[src/rtl/ball_layer_gen.sv]
// ball_layer_gen: 3-stage ball sprite overlay; define BALL_OUTLINE_EN to draw ball rims in inverted colour
module ball_layer_gen #(
  parameter int NUM_BALLS = 4,
  parameter int COORD_W = 10,
  parameter int COLOR_W = 10
) (
  input  logic                           Clk,
  input  logic                           Reset,
  input  logic                           Frame_Start,
  input  logic                           Pix_Valid,
  input  logic [COORD_W-1:0]             VGA_X,
  input  logic [COORD_W-1:0]             VGA_Y,
  input  logic [NUM_BALLS*COORD_W-1:0]   Ball_X,
  input  logic [NUM_BALLS*COORD_W-1:0]   Ball_Y,
  input  logic [NUM_BALLS*COORD_W-1:0]   Ball_S,
  input  logic [NUM_BALLS*3*COLOR_W-1:0] Ball_RGB,
  input  logic [NUM_BALLS-1:0]           Ball_En,
  input  logic [3*COLOR_W-1:0]           Bg_RGB,
  output logic [COLOR_W-1:0]             VGA_R,
  output logic [COLOR_W-1:0]             VGA_G,
  output logic [COLOR_W-1:0]             VGA_B,
  output logic                           Out_Valid,
  output logic [NUM_BALLS-1:0]           Hit_Mask
);
  localparam int CW = COORD_W;
  localparam int PW = 2 * COORD_W;
  localparam int DW = 2 * COORD_W + 1;
  localparam int RW = 3 * COLOR_W;
  logic [NUM_BALLS*CW-1:0] sh_x, sh_y, sh_s;
  logic [NUM_BALLS*RW-1:0] sh_rgb;
  logic [NUM_BALLS-1:0]    sh_en;
  logic                           v1, v2;
  logic [NUM_BALLS-1:0][CW-1:0]   dx_c, dy_c, dx1, dy1, s1;
  logic [NUM_BALLS-1:0][RW-1:0]   rgb1, rgb2;
  logic [NUM_BALLS-1:0]           en1, en2, hit, inv;
  logic [NUM_BALLS-1:0][DW-1:0]   d2_c, d2;
  logic [NUM_BALLS-1:0][PW-1:0]   r2_c, r2;
  logic [RW-1:0]                  col;
`ifdef BALL_OUTLINE_EN
  logic [NUM_BALLS-1:0][PW-1:0]   rm_c, rm2;
  logic [NUM_BALLS-1:0]           nz_c, nz2;
`endif
  // Every ball attribute travels with its pixel so a mid-pipeline reload never mixes frames
  always_ff @(posedge Clk) begin
    if (Reset) begin
      sh_x <= '0;
      sh_y <= '0;
      sh_s <= '0;
      sh_rgb <= '0;
      sh_en <= '0;
    end else if (Frame_Start) begin
      sh_x <= Ball_X;
      sh_y <= Ball_Y;
      sh_s <= Ball_S;
      sh_rgb <= Ball_RGB;
      sh_en <= Ball_En;
    end
  end
  for (genvar g = 0; g < NUM_BALLS; g++) begin : g_b
    logic [CW:0] ex, ey;
    assign ex = {1'b0, VGA_X} - {1'b0, sh_x[g*CW +: CW]};
    assign ey = {1'b0, VGA_Y} - {1'b0, sh_y[g*CW +: CW]};
    assign dx_c[g] = CW'(ex[CW] ? -ex : ex);
    assign dy_c[g] = CW'(ey[CW] ? -ey : ey);
    assign d2_c[g] = {1'b0, PW'(dx1[g]) * PW'(dx1[g])} + {1'b0, PW'(dy1[g]) * PW'(dy1[g])};
    assign r2_c[g] = PW'(s1[g]) * PW'(s1[g]);
    assign hit[g] = en2[g] & (d2[g] <= {1'b0, r2[g]});
`ifdef BALL_OUTLINE_EN
    logic [CW-1:0] sm;
    assign sm = s1[g] - CW'(1);
    assign rm_c[g] = PW'(sm) * PW'(sm);
    assign nz_c[g] = |s1[g];
    assign inv[g] = nz2[g] & (d2[g] > {1'b0, rm2[g]});
`else
    assign inv[g] = 1'b0;
`endif
  end
  always_ff @(posedge Clk) begin
    if (Reset) begin
      v1 <= 1'b0;
      dx1 <= '0;
      dy1 <= '0;
      s1 <= '0;
      en1 <= '0;
      rgb1 <= '0;
      v2 <= 1'b0;
      d2 <= '0;
      r2 <= '0;
      en2 <= '0;
      rgb2 <= '0;
`ifdef BALL_OUTLINE_EN
      rm2 <= '0;
      nz2 <= '0;
`endif
    end else begin
      v1 <= Pix_Valid;
      dx1 <= dx_c;
      dy1 <= dy_c;
      s1 <= sh_s;
      en1 <= sh_en;
      rgb1 <= sh_rgb;
      v2 <= v1;
      d2 <= d2_c;
      r2 <= r2_c;
      en2 <= en1;
      rgb2 <= rgb1;
`ifdef BALL_OUTLINE_EN
      rm2 <= rm_c;
      nz2 <= nz_c;
`endif
    end
  end
  // Walk from the top index down so the lowest-index hit wins
  always_comb begin
    col = Bg_RGB;
    for (int i = NUM_BALLS - 1; i >= 0; i--)
      col = hit[i] ? rgb2[i] ^ {RW{inv[i]}} : col;
  end
  always_ff @(posedge Clk) begin
    if (Reset) begin
      {VGA_R, VGA_G, VGA_B} <= '0;
      Out_Valid <= 1'b0;
      Hit_Mask <= '0;
    end else begin
      {VGA_R, VGA_G, VGA_B} <= v2 ? col : '0;
      Out_Valid <= v2;
      Hit_Mask <= v2 ? hit : '0;
    end
  end
endmodule

[config.mk]
export PLATFORM = sky130hd
export DESIGN_NAME = ball_layer_gen
export DESIGN_NICKNAME = d
export VERILOG_FILES = /design/src/rtl/ball_layer_gen.sv
export SDC_FILE = /design/constraint.sdc
export NUM_CORES = 2
export LEC_CHECK = 0
export BUFFER_PORTS_ARGS = -buffer_cell sky130_fd_sc_hd__clkbuf_2
export CAP_MARGIN = 20
export CORE_MARGIN = 2
export CORE_UTILIZATION = 37
export CTS_BUF_LIST = sky130_fd_sc_hd__clkbuf_16
export CTS_CLUSTER_DIAMETER = 120
export DETAILED_ROUTE_END_ITERATION = 8
export SYNTH_ARGS = -nofsm -noshare
export SYNTH_HDL_FRONTEND = slang
export SYNTH_SLANG_ARGS = --single-unit
[constraint.sdc]
create_clock -name Clk -period 7.4 [get_ports Clk]
set_input_delay 1.48 -clock Clk [delete_from_list [all_inputs] [get_ports Clk]]
set_output_delay 1.48 -clock Clk [all_outputs]
set_load 0.05 [all_outputs]
==> metrics.txt <==
# TYPE chip_impl_metric gauge
chip_impl_info{name="outcome",value="finished clean"} 1
chip_impl_metric{name="synth.distinct_cells",unit=""} 68
chip_impl_metric{name="groute.usage.overall",unit="%"} 17.58
chip_impl_metric{name="io_buffers",unit=""} 332
chip_impl_metric{name="power_leakage",unit="nW"} 35.88
chip_impl_metric{name="drc_errors",unit=""} 0
chip_impl_metric{name="netSwitchingPower",unit="mW"} 9.616
chip_impl_metric{name="wire_per_inst",unit="µm"} 15.95
chip_impl_metric{name="switching_fraction_of_total_power",unit="%"} 42.45
chip_impl_metric{name="timing.final.crit_period",unit="ns"} 6.689
chip_impl_metric{name="post_route_cells_drive_above_1_share",unit="%"} 7.665
chip_impl_metric{name="critPathRequiredTime",unit="ns"} 7.98
chip_impl_metric{name="ys_seq_elements",unit=""} 809
chip_impl_metric{name="synth.top_cell.area_share",unit="%"} 25.37
chip_impl_metric{name="clkLatencyLatePin",unit="ns"} 0.75
chip_impl_metric{name="placer_congestion_estimate",unit=""} 0.8673
chip_impl_metric{name="portion_of_total_power_attributed_to_sequential_cells",unit="%"} 23.0
chip_impl_metric{name="hold_slack",unit="ns"} 0.4254
chip_impl_info{name="dominantRegCellSynth",value="dfxtp_1"} 1
chip_impl_metric{name="route.met3.wl",unit="µm"} 7405
chip_impl_metric{name="vias_in_the_first_global_route",unit=""} 46950
chip_impl_metric{name="die_w",unit="µm"} 419.4
chip_impl_metric{name="max_slew_margin",unit="%"} 36.38
chip_impl_info{name="timing_worst_setup_path_type",value="reg -> reg"} 1
chip_impl_metric{name="place_hpwl",unit="µm"} 121100
chip_impl_metric{name="core_area",unit="mm²"} 0.1715
chip_impl_metric{name="timing.critical_path.arrival",unit="ns"} 7.27
chip_impl_metric{name="irDropWorstVdd",unit="mV"} 0.4118
chip_impl_metric{name="syn_inst",unit=""} 6784
chip_impl_metric{name="clock_tree.buffer_depth",unit=""} 3
chip_impl_info{name="worst_setup_path_end_kind",value="flip-flop"} 1
chip_impl_metric{name="totalWireLength",unit="µm"} 150000
chip_impl_metric{name="num-nets-final",unit=""} 8715
chip_impl_metric{name="timing.final.hold_violations",unit=""} 0
chip_impl_metric{name="clkTransAtPathRegs",unit="ns"} 0.06
chip_impl_metric{name="grt_first_pass_wirelength",unit="µm"} 247000
chip_impl_metric{name="routed-via-count",unit=""} 44550
chip_impl_metric{name="worst_slew_pin_slew",unit="ns"} 0.9543
chip_impl_metric{name="syn2layout_area_growth",unit="%"} 11.19
chip_impl_metric{name="die_area",unit="mm²"} 0.1759
chip_impl_metric{name="fin_setup_tns",unit="ns"} 0
chip_impl_metric{name="postSynth.asyncResetShare",unit="%"} 0
chip_impl_info{name="rsz0062_at_grt",value="no"} 1
chip_impl_info{name="mostFrequentLayoutCells",value="inv_1, dfxtp_1, fa_1"} 1
chip_impl_metric{name="power.internal",unit="mW"} 13.04
chip_impl_metric{name="worst-path-max-fanout",unit=""} 12
chip_impl_metric{name="numClockSinks",unit=""} 809
chip_impl_metric{name="routed-wl-met2",unit="µm"} 74430
chip_impl_metric{name="io_pins",unit=""} 333
chip_impl_info{name="hold_path.class",value="reg -> reg"} 1
chip_impl_metric{name="floorplan_row_count",unit=""} 152
chip_impl_metric{name="fp.dieH",unit="µm"} 419.4
chip_impl_metric{name="synth_edf_count",unit=""} 0
chip_impl_metric{name="mappedNetlistArea",unit="mm²"} 0.06384
chip_impl_metric{name="wl_met1",unit="µm"} 63840
chip_impl_metric{name="synth-warning-count",unit=""} 0
chip_impl_info{name="startpoint_type",value="flip-flop"} 1
chip_impl_metric{name="post_cts.repair.setup_buffers",unit=""} 0
chip_impl_metric{name="total_power",unit="mW"} 22.65
chip_impl_metric{name="grt_overflow",unit=""} 0
chip_impl_metric{name="antenna_found_initial",unit=""} 28
chip_impl_metric{name="post_cts_sizing_count",unit=""} 0
chip_impl_metric{name="drtPass1Iterations",unit=""} 5
chip_impl_info{name="post-synth-top-area-cell",value="dfxtp_1"} 1
chip_impl_metric{name="syn-num-nets",unit=""} 8497
chip_impl_info{name="maxUsedRoutingLayer",value="met5"} 1
chip_impl_metric{name="vias_per_cell",unit=""} 4.737
chip_impl_metric{name="inserted_clock_buffers",unit=""} 97
chip_impl_metric{name="postSynthAreaPerCell",unit="µm²"} 9.410
chip_impl_metric{name="effective_utilization_at_floorplan",unit="%"} 37.21
chip_impl_info{name="cts_tree",value="done"} 1
chip_impl_metric{name="drt.antenna.violating_nets",unit=""} 0
chip_impl_metric{name="synth.yosys.seq_area_share",unit="%"} 25.37
chip_impl_info{name="cts.root.buffer_cell",value="clkbuf_16"} 1
chip_impl_metric{name="clock_skew",unit="ns"} 0.08181
chip_impl_metric{name="final_worst_path_period_share",unit="%"} 90.39
chip_impl_metric{name="htreeDepth",unit=""} 3
chip_impl_info{name="final_common_cell",value="inv_1"} 1
chip_impl_metric{name="achievable-frequency",unit="GHz"} 0.1495
chip_impl_metric{name="grt_max_degree",unit=""} 207
chip_impl_metric{name="pwr_density_cell",unit="mW/mm²"} 319.1
chip_impl_metric{name="clock_power_share",unit="%"} 21.4
chip_impl_metric{name="detail_route.iter0.violations",unit=""} 1949
chip_impl_metric{name="cts_hold_buf",unit=""} 0
chip_impl_info{name="synth.area.top_cells",value="dfxtp_1, fa_1, ha_1"} 1
chip_impl_metric{name="setup_violators_final",unit=""} 0
chip_impl_metric{name="timing.max_cap.violations",unit=""} 0
chip_impl_metric{name="maxSlewViolCount",unit=""} 0
chip_impl_metric{name="power_frac_comb",unit="%"} 55.6
metal layers:
metal,track usage (%),vias to the layer above
met3,3.662,245
met5,0,-
li1,-,21980
met1,21.69,21640
met4,5.018,36
met2,30.77,647
per-stage QoR:
step | cells | instance area (µm²) | util, % | setup WS (ns)
final | 9403 | 70980 | 41.38 | 0.7109
after global routing | 9399 | 70970 | 41.37 | 0.3048
after CTS | 9394 | 70960 | 41.36 | 0.7070
after detailed placement | 9213 | 67700 | 39.47 | 0.7649
after global placement | 9213 | 67700 | 39.47 | 0.8326
after floorplan | 6784 | 63840 | - | 1.223
final timing paths:
kind	from	to	slack, ns	cells past startpoint
worst max-delay path	dx1[2]	d2[19]	0.71	20
worst min-delay path	rgb1[43]	rgb2[43]	0.43	1
worst max register to register	dx1[2]	d2[19]	0.71	20
worst min register to register	rgb1[43]	rgb2[43]	0.43	1
cell usage after synthesis, types with 61 or more instances:
library cell	count
nor3_1	63
dfxtp_1	809
nor2_1	605
clkbuf_1	206
and2_1	289
inv_1	1148
nand3_1	61
nand2_1	360
a21o_1	72
xor2_1	153
nor2b_1	358
ha_1	707
mux2i_1	283
xnor2_1	139
fa_1	708
o21ai_0	148
a21oi_1	162
critical path: stages, from the launching register on:
cell	delay (ns)
dfxtp_1	0.58
nand2_1	0.15
fa_1	0.51
inv_1	0.06
fa_1	0.50
inv_1	0.05
fa_1	0.50
inv_1	0.05
fa_1	0.48
fa_1	0.56
fa_1	0.44
fa_1	0.51
ha_1	0.35
a211oi_1	0.25
o211ai_1	0.16
a41oi_1	0.40
o21ai_0	0.29
a211o_1	0.32
a21oi_1	0.17
xor2_1	0.16
nor2_1	0.06
power by group through the flow:
stage	Clock (mW)	Sequential (mW)	Combinational (mW)
after floorplan	0	5.06	9.73
after global placement	0	5.28	12.6
after detailed placement	0	5.29	12.7
after CTS	5.00	5.20	12.9
after global routing	5.18	5.25	14.7
final	4.85	5.20	12.6
cells by family after synthesis:
family	count (synthesis)	synth area share, %
buf+inv	1377	8.136
mux	287	4.508
xor+xnor	292	4.006
simple gates	1917	14.84
fa+ha+maj	1415	36.06
flops	809	25.37
compound gates	687	7.083
flip-flops by register name, summed over array words and instances (netlist names):
signal / count
r2: 76
VGA_B: 10
Out_Valid: 1
sh_en: 4
sh_rgb: 120
sh_s: 40
rgb2: 120
v2: 1
s1: 40
VGA_G: 10
dy1: 40
Hit_Mask: 4
sh_x: 40
rgb1: 120
VGA_R: 10
en1: 4
sh_y: 40
en2: 4
dx1: 40
v1: 1
d2: 84
final cells by class:
| type | instances | area [µm²] |
|---|---|---|
| diodes | 9 | 22.52 |
| clock inverters | 84 | 827.0 |
| repair buffers | 348 | 1852 |
| clock buffers | 97 | 2427 |
| fillers | 16950 | 100600 |
| well taps | 2310 | 2890 |
| multi-input cells | 4598 | 42460 |
| inverters | 1148 | 4309 |
| flip-flops and latches | 809 | 16200 |
(Power assumes the default switching activity.)
